--- src/rtl/shared_reg_pkg.sv ---
// Shared types for the shared-register arbiter: per-requester op codes and FSM states.
// LOCKED exists only when SHARED_REG_LOCK_EN is defined.
package shared_reg_pkg;

    typedef enum logic [1:0] {
        OP_WRITE = 2'b00,
        OP_SET   = 2'b01,
        OP_CLR   = 2'b10,
        OP_NOP   = 2'b11
    } op_t;

    typedef enum logic [1:0] {
        IDLE   = 2'd0,
        GRANT  = 2'd1
`ifdef SHARED_REG_LOCK_EN
        ,
        LOCKED = 2'd2
`endif
    } state_t;

endpackage

--- src/rtl/rr_pick.sv ---
// Combinational round-robin picker: one-hot select of the first set req at or
// after ptr, searching circularly, plus a valid flag when any req is set.
module rr_pick #(
    parameter int N  = 4,
    parameter int PW = $clog2(N)
) (
    input  logic [N-1:0]  req,
    input  logic [PW-1:0] ptr,
    output logic [N-1:0]  pick,
    output logic          valid
);

    always_comb begin
        pick  = '0;
        valid = 1'b0;
        for (int i = 0; i < N; i++) begin
            if (!valid && req[(int'(ptr) + i) % N]) begin
                pick[(int'(ptr) + i) % N] = 1'b1;
                valid                     = 1'b1;
            end
        end
    end

endmodule

--- src/rtl/shared_reg_arb.sv ---
// Round-robin arbiter and write controller owning a shared W-bit flag register.
// Define SHARED_REG_LOCK_EN to add the lock port, LOCKED state and run counter.
module shared_reg_arb
    import shared_reg_pkg::*;
#(
    parameter int N        = 4,
    parameter int W        = 8
`ifdef SHARED_REG_LOCK_EN
    ,
    parameter int MAX_LOCK = 16
`endif
) (
    input  logic           clk,
    input  logic           rst,
    input  logic [N-1:0]   req,
    input  logic [2*N-1:0] op,
    input  logic [W*N-1:0] wdata,
`ifdef SHARED_REG_LOCK_EN
    input  logic [N-1:0]   lock,
`endif
    output logic [N-1:0]   gnt,
    output logic [W-1:0]   q,
    output logic           upd
);

    localparam int PW = $clog2(N);

    state_t        state, state_n;
    logic [PW-1:0] ptr, ptr_n, owner, owner_inc, pick_ptr;
    logic [N-1:0]  gnt_n, pick;
    logic          pick_valid, hold_owner;
    logic [W-1:0]  q_n;
    logic          upd_n;
    op_t           owner_op;

    always_comb begin
        owner = '0;
        for (int i = 0; i < N; i++) begin
            if (gnt[i]) owner = PW'(i);
        end
    end

    assign owner_inc = (owner == PW'(N - 1)) ? '0 : owner + PW'(1);
    // While a grant is closing, the next owner is searched from just past it.
    assign pick_ptr  = (state == IDLE) ? ptr : owner_inc;
    assign owner_op  = op_t'(op[int'(owner)*2 +: 2]);

    rr_pick #(.N(N), .PW(PW)) u_pick (
        .req   (req),
        .ptr   (pick_ptr),
        .pick  (pick),
        .valid (pick_valid)
    );

`ifdef SHARED_REG_LOCK_EN
    localparam int RW = $clog2(MAX_LOCK + 1);
    logic [RW-1:0] run_cnt, run_n;

    assign hold_owner = lock[owner] && req[owner] && (run_cnt < RW'(MAX_LOCK));

    // Counts consecutive grants to the upcoming owner; restarts on owner change.
    always_comb begin
        run_n = '0;
        if (gnt_n != '0) begin
            if (gnt_n == gnt)
                run_n = (run_cnt == RW'(MAX_LOCK)) ? run_cnt : run_cnt + RW'(1);
            else
                run_n = RW'(1);
        end
    end

    always_ff @(posedge clk) begin
        if (!rst) run_cnt <= '0;
        else      run_cnt <= run_n;
    end
`else
    assign hold_owner = 1'b0;
`endif

    always_comb begin
        // NOTE: every signal gets a default first, so no path can infer a latch.
        state_n = state;
        gnt_n   = gnt;
        ptr_n   = ptr;
        case (state)
            IDLE: begin
                if (pick_valid) begin
                    gnt_n   = pick;
                    state_n = GRANT;
                end
            end
            default: begin
                if (!hold_owner) begin
                    ptr_n = owner_inc;
                    if (pick_valid) begin
                        gnt_n   = pick;
                        state_n = GRANT;
                    end else begin
                        gnt_n   = '0;
                        state_n = IDLE;
                    end
                end
`ifdef SHARED_REG_LOCK_EN
                else begin
                    state_n = LOCKED;
                end
`endif
            end
        endcase
    end

    always_comb begin
        q_n   = q;
        upd_n = 1'b0;
        if (state != IDLE) begin
            case (owner_op)
                OP_WRITE: q_n = wdata[int'(owner)*W +: W];
                OP_SET:   q_n = '1;
                OP_CLR:   q_n = '0;
                default:  q_n = q;
            endcase
            upd_n = (owner_op != OP_NOP);
        end
    end

    always_ff @(posedge clk) begin
        // NOTE: non-blocking assignments so every flop samples pre-edge values.
        if (!rst) begin
            state <= IDLE;
            gnt   <= '0;
            ptr   <= '0;
            q     <= '0;
            upd   <= 1'b0;
        end else begin
            state <= state_n;
            gnt   <= gnt_n;
            ptr   <= ptr_n;
            q     <= q_n;
            upd   <= upd_n;
        end
    end

endmodule
--- config.mk ---
export PLATFORM = sky130hd
export DESIGN_NAME = shared_reg_arb
export DESIGN_NICKNAME = d
export VERILOG_FILES = /design/src/rtl/shared_reg_pkg.sv /design/src/rtl/rr_pick.sv /design/src/rtl/shared_reg_arb.sv
export SDC_FILE = /design/constraint.sdc
export NUM_CORES = 1
export LEC_CHECK = 0
export ABC_AREA = 1
export CORE_UTILIZATION = 45
export CTS_BUF_LIST = sky130_fd_sc_hd__clkbuf_2
export CTS_CLUSTER_SIZE = 8
export DETAILED_ROUTE_END_ITERATION = 8
export HOLD_SLACK_MARGIN = 0.03
export PLACE_DENSITY = 0.83
export SYNTH_ARGS = -nofsm -noshare
export SYNTH_HDL_FRONTEND = slang
export SYNTH_HIERARCHICAL = 1
export SYNTH_SLANG_ARGS = --single-unit
--- constraint.sdc ---
create_clock -name clk -period 3.3 [get_ports clk]
set_input_delay 0.66 -clock clk [delete_from_list [all_inputs] [get_ports clk]]
set_output_delay 0.66 -clock clk [all_outputs]
set_load 0.05 [all_outputs]
# Yosys cells after proc, flatten, opt, wreduce, memory -nomap -nowiden
# Cells that the tools add are included.
# classes
n_addsub	4
multipliers	0
div_mod_pow	0
magnitude_cmp	8
eq_ne	5
shifts	2
mux	39
bitwise_logic	6
reduce_logical	19
# ops
cell	n
$shiftx A32 B6 Y8	1
$mux W4	7
$pmux W8 S3	1
$mux W1	17
$lt A3 B4 Y1 const B	3
$mux W2	6
$or A4 B4 Y4	3
$ge A3 B1 Y1 const B	3
$bmux W1 S2	4
$demux W1 S2	4
$shiftx A8 B4 Y2	1
$logic_and A1 B1 Y1	7
$reduce_or A2 Y1	3
$add A2 B1 Y2 const B	2
$add A2 B2 Y2 const B	2
$eq A2 B2 Y1 const B	2
$logic_not A2 Y1	2
$ne A2 B2 Y1 const B	2
$reduce_and A2 Y1	2
$and A1 B1 Y1 const A	3
$logic_not A1 Y1	3
$lt A2 B3 Y1 const B	1
$reduce_bool A3 Y1	1
$eq A2 B1 Y1 const B	1
other kinds (2)	2
# word_totals
reg_bits	17
latch_bits	0
ram_bits	0
romBits	0
out_inout_bits	13
elab_cells	88
memories	0

# Longest topological paths before layout
# logic_depth
ltp_word	22
depth_mapped	18
mapped_depth_nobuf	17

# Cells and area by module
# The synthesis kept the hierarchy.
# modules_own_cells
module	instances	cells_per_inst	area_per_inst_um2	seq_area_each_um2
shared_reg_arb	1	182	1097.3	320.3
rr_pick	1	76	419.2	0.0

# Worst setup path after synthesis
# No wires, ideal clock.
# synth_path
path_kind	reg2reg
start	register gnt[2]
end	register gnt[0]
setup_ps	117
arrival_ps	2714
slack_ps	469
path_stages_with_launch	19
n_path_buf	1
cell_sequence	dfxtp_1 -> inv_2 -> nand2_4 -> nand2_4 -> buf_6 -> inv_1 -> nand2_1 -> nand2_1 -> inv_2 -> ha_1 -> inv_1 -> nand3_1 -> nand2_1 -> nand2_2 -> nor2_4 -> nand2_1 -> nand2_1 -> inv_1 -> a32o_1
# synth_rtl
item	line_no	rtl
start, declared	shared_reg_arb.sv:21	output logic [N-1:0] gnt,
start signal, assigned	shared_reg_arb.sv:136	gnt <= gnt_n;
$mux W2 * (2 in series)	shared_reg_arb.sv:39	if (gnt[i]) owner = PW'(i);
$add A2 B1 Y2 / $eq A2 B2 Y1 (equally long branches)	shared_reg_arb.sv:43	assign owner_inc = (owner == PW'(N - 1)) ? '0 : owner + PW'(1);
$mux W2 *	shared_reg_arb.sv:43	
$mux W2 *	--	
net pick_ptr[0]	shared_reg_arb.sv:29	logic [PW-1:0] ptr, ptr_n, owner, owner_inc, pick_ptr;
$add A2 B1 Y2 / $bmux W1 S2 (equally long branches)	rr_pick.sv:17	if (!valid && req[(int'(ptr) + i) % N]) begin
$bmux W1 S2 / $mux W1 (equally long branches)	rr_pick.sv:17	
$mux W1 (implied by the code)	rr_pick.sv:17	
[4 not listed]	--	
$logic_and A1 B1 Y1	rr_pick.sv:17	
$mux W1	rr_pick.sv:17	
$logic_not A1 Y1	rr_pick.sv:17	
$logic_and A1 B1 Y1	rr_pick.sv:17	
$mux W1 *	rr_pick.sv:17	
net pick_valid	shared_reg_arb.sv:31	logic pick_valid, hold_owner;
$mux W4	shared_reg_arb.sv:95	if (pick_valid) begin
$mux W4	shared_reg_arb.sv:85	case (state)
# Mark *: on every way through the listed nets, which the timed path passes. The rest lies on a longest branch. The select of a mux whose other input is x is not followed.
# A chain may end at the register's enable or synchronous reset.

# Final worst setup path
# layout_path
start	register gnt[1]
end	register gnt[0]
# layout_rtl
item	line_no
$mux W1 *	shared_reg_arb.sv:39
$mux W2 * (2 in series)	shared_reg_arb.sv:39
$add A2 B1 Y2 / $eq A2 B2 Y1 (equally long branches)	shared_reg_arb.sv:43
$mux W2 *	shared_reg_arb.sv:43
$mux W2 *	--
net pick_ptr[0]	shared_reg_arb.sv:29
$add A2 B1 Y2 / $bmux W1 S2 (equally long branches)	rr_pick.sv:17
$bmux W1 S2 / $mux W1 (equally long branches)	rr_pick.sv:17
[5 not listed]	--
$logic_and A1 B1 Y1	rr_pick.sv:17
$mux W1	rr_pick.sv:17
$logic_not A1 Y1	rr_pick.sv:17
$logic_and A1 B1 Y1	rr_pick.sv:17
$mux W1 *	rr_pick.sv:17
net pick_valid	shared_reg_arb.sv:31
$mux W4	shared_reg_arb.sv:95
$mux W4	shared_reg_arb.sv:85
# Marked as above.

==> summary.txt <==
Timing
  • Worst slew pin tran: about 0.52 ns
  • Setup violators final: 0
  • Relative slew slack: 65.2%
  • Final Cycle Share: between 80% and 90%
  • RSZ-0062 raised after global routing: no
  • Max frequency: between 300 and 400 MHz
  • Final number of hold-violating endpoints: 0
  • Setup TNS: 0 ns
  • Number of max-slew violations in the final report: 0
  • Worst hold slack: 0.496 ns
  • Max Clock Skew: 0.0225 ns
  • Min cycle time layout: 2.77 ns

Clocking
  • Clock transition at path regs: about 0.17 ns
  • Cts hold-fix bufs: 0
  • Post-cts resize count: 0
  • Clk_lat worst skew: between 0.3 and 0.4 ns
  • Postcts setup bufs: 0
  • Root Buffer: clkbuf_2
  • CTS Sinks: 16
  • H-Tree Depth: 1
  • Clk buf depth: 2
  • CTS tree: built
  • TritonCTS buffer count: 3

Floorplanning
  • Starting density of the core: 48.5%
  • Die width: around 60 um
  • Die Span Y: approximately 60 um
  • Core box area: 3130 sq um
  • I/O pin cnt: 59
  • Die area: between 3000 and 4000 sq um
  • Row count: 20

Critical path
  • Crit. End Element: flip-flop
  • Worst Path Arrival: ~3.0 ns
  • Reg2reg start: gnt[1]
  • Worst-path cell chain: nand2_4 > nand2_4 > inv_1 > nand2_1 > nand2_1 > inv_2 > ha_1 > inv_1 > nand3_1 > nand2_1 > nand2_2 > nor2_4 > nand2_1 > nor2_1 > a32o_1
  • Critical path's largest stage delay: about 0.68 ns
  • Critical path startpoint: gnt[1]
  • Critical path's top delay family: simple AND/OR/NAND/NOR gates
  • FF-to-FF End: gnt[0]
  • WP data required: between 3 and 4 ns
  • Reg-to-reg slack, setup: 0.53 ns
  • WS Path Type: flip-flop to flip-flop
  • Worst path bufs/invs: 3
  • R2R cell count: 15
  • Slowest cell on the critical path: dfxtp_1
  • Startpoint Class: flip-flop
  • Cell mode on critical path: nand2_1
  • Crit path to: gnt[0]
  • Critical path depth: 15
  • Worst Path Max Fanout: 14

Global routing
  • Maximum number of pins on one net before global-route repair: 21
  • Met2 GRT Util: 39.8%
  • Total congestion overflow: 0
  • Initial antenna violation count: 0
  • Met1 GRT Util: around 30%
  • First-pass GRT wire length: between 6 and 7 mm
  • Global Route Usage Sum: 23.2%
  • Most used routing layer: met2
  • Met3 Use GR: 5.41%
  • Vias in the first global route: between 1500 and 2000

Layout
  • Final cell count without fillers: 360
  • Fin nets: roughly 370
  • Layout fillers: 291
  • Antenna cells: 0
  • Share of layout cells above drive strength 1: 6.33%
  • Area growth syn-to-layout: 40.7%

Yosys
  • Syn Nets: ~310
  • Distinct cells, synth: 24
  • Post-synthesis area per instance: around 5.9 sq um
  • Synth Cell Area: 1520 sq um
  • Synth warn: 6
  • FF+latch count, synth: 16
  • Register area share after synthesis: 21.1%
  • Post-synthesis cell count: 258

Detailed routing
  • Vias/cell: around 4.8
  • Via Count: approximately 1700
  • Final ANT Viol Nets: 0
  • Pre-Repair DR Iteration Count: 4
  • Wire length per cell: approximately 11 um
  • DR iter-0 viols: 73
  • DRC: 0
  • Drt total wl: between 4 and 5 mm

Pwr
  • Power Dens Cells: between 800 and 900 nW/um^2
  • Pleak: approximately 1.1 nW
  • Peak VDD IR: a little under 0.6 mV

Placed design
  • Post-placement cell count: around 360
  • Input/output buffers: 58
  • Placer Congestion: approximately 0.88
  • HPWL Detailed: 3.34 mm

Worst hold path
  • Hold crit path type: flip-flop to flip-flop

Job
  • Max-Cap Viols: 0

Status
  • Status: complete, no violations
[final cells by class]
type | count | area (sq um) | area share (%)
clock inverters | 1 | 3.75 | 0.176
repair buffers | 60 | 596 | 27.9
inverters | 37 | 139 | 6.51
flip-flops and latches | 16 | 320 | 15.0
clock buffers | 3 | 15.0 | 0.704
well taps | 44 | 55.1 | 2.58
multi-input cells | 199 | 1000 | 47.1
[placed cells by master (no fill, tap or decap), drive strengths merged]
| cell type | netlist | routed |
|---|---|---|
| a21boi | 1 | 1 |
| a21oi | 10 | 10 |
| a32o | 4 | 4 |
| buf | 4 | 2 |
| clkbuf | 2 | 3 |
| clkdlybuf4s50 | 0 | 58 |
| clkinv | 0 | 1 |
| dfxtp | 16 | 16 |
| ha | 9 | 9 |
| inv | 37 | 37 |
| nand2 | 87 | 87 |
| nand3 | 29 | 29 |
| nor2 | 45 | 45 |
| nor3 | 1 | 1 |
| o211ai | 1 | 1 |
| o21a | 1 | 1 |
| o21ai | 11 | 11 |
[cells by family after synthesis]
group	count (synthesis)	synth area share [%]
adder cells (fa/ha/maj)	9	7.43
AO/OA/AOI/OAI	28	11.3
AND/OR/NAND/NOR	162	47.5
buffers and inverters	43	12.6
flip-flops	16	21.1
[through the flow]
stage	total power [mW]	area (sq um)	util, %	setup WS, ns
final	1.89	2130	68.2	0.528
after global routing	2.08	2130	68.2	0.283
after CTS	1.90	2130	68.2	0.534
after detailed placement	1.80	2110	67.6	0.562
after global placement	1.77	2110	67.6	0.709
after floorplan	1.45	1520	-	0.469
[registers in the layout, summed over array words and instances (netlist names)]
name	cells
q	8
state	1
ptr	2
upd	1
gnt	4
[layer usage]
layer | part of all wire (%) | vias up
li1 | - | 924
met2 | 50 | 31
met3 | 3.9 | 2
met1 | 45 | 758
met4 | 0.42 | 0
met5 | 0 | -
[worst min-delay path: cells and delay by family, from the launching register on]
| family | cells | cell delay [ns] |
|---|---|---|
| and+or+nand+nor | 1 | 0.07 |
| AOI/OAI and AO/OA | 1 | 0.06 |
| DFF | 1 | 0.34 |
[worst min path at each step]
stage | end | cells after the start | slack, ns | from
finish | ptr[0] | 2 | 0.50 | ptr[0]
global route | ptr[0] | 2 | 0.53 | ptr[0]
CTS | ptr[0] | 2 | 0.49 | ptr[0]
detailed placement | ptr[0] | 2 | 0.47 | ptr[0]
global placement | ptr[1] | 2 | 0.46 | ptr[1]
floorplan | ptr[0] | 2 | 0.45 | ptr[0]
[synthesized netlist by cell type]
cell	n	area share [%]
a21boi_2	1	0.74
a21oi_1	10	3.3
a32o_1	4	2.6
buf_2	1	0.33
buf_4	1	0.50
buf_6	2	1.5
clkbuf_1	1	0.25
clkbuf_8	1	0.91
dfxtp_1	16	21
ha_1	9	7.4
inv_1	34	8.4
inv_2	3	0.74
nand2_1	81	20
nand2_2	3	1.2
nand2_4	3	2.2
nand3_1	26	8.6
nand3_2	1	0.66
nand3_4	2	2.3
nor2_1	43	11
nor2_4	2	1.5
nor3_1	1	0.33
o211ai_1	1	0.50
o21a_1	1	0.50
o21ai_0	11	3.6
[power breakdown]
group	internal [mW]	total, mW	switching, mW
clock	0.0263	0.0905	0.0642
combinational	0.516	1.50	0.984
sequential	0.256	0.302	0.0466
No activity file was read; power rests on OpenSTA's default activity.
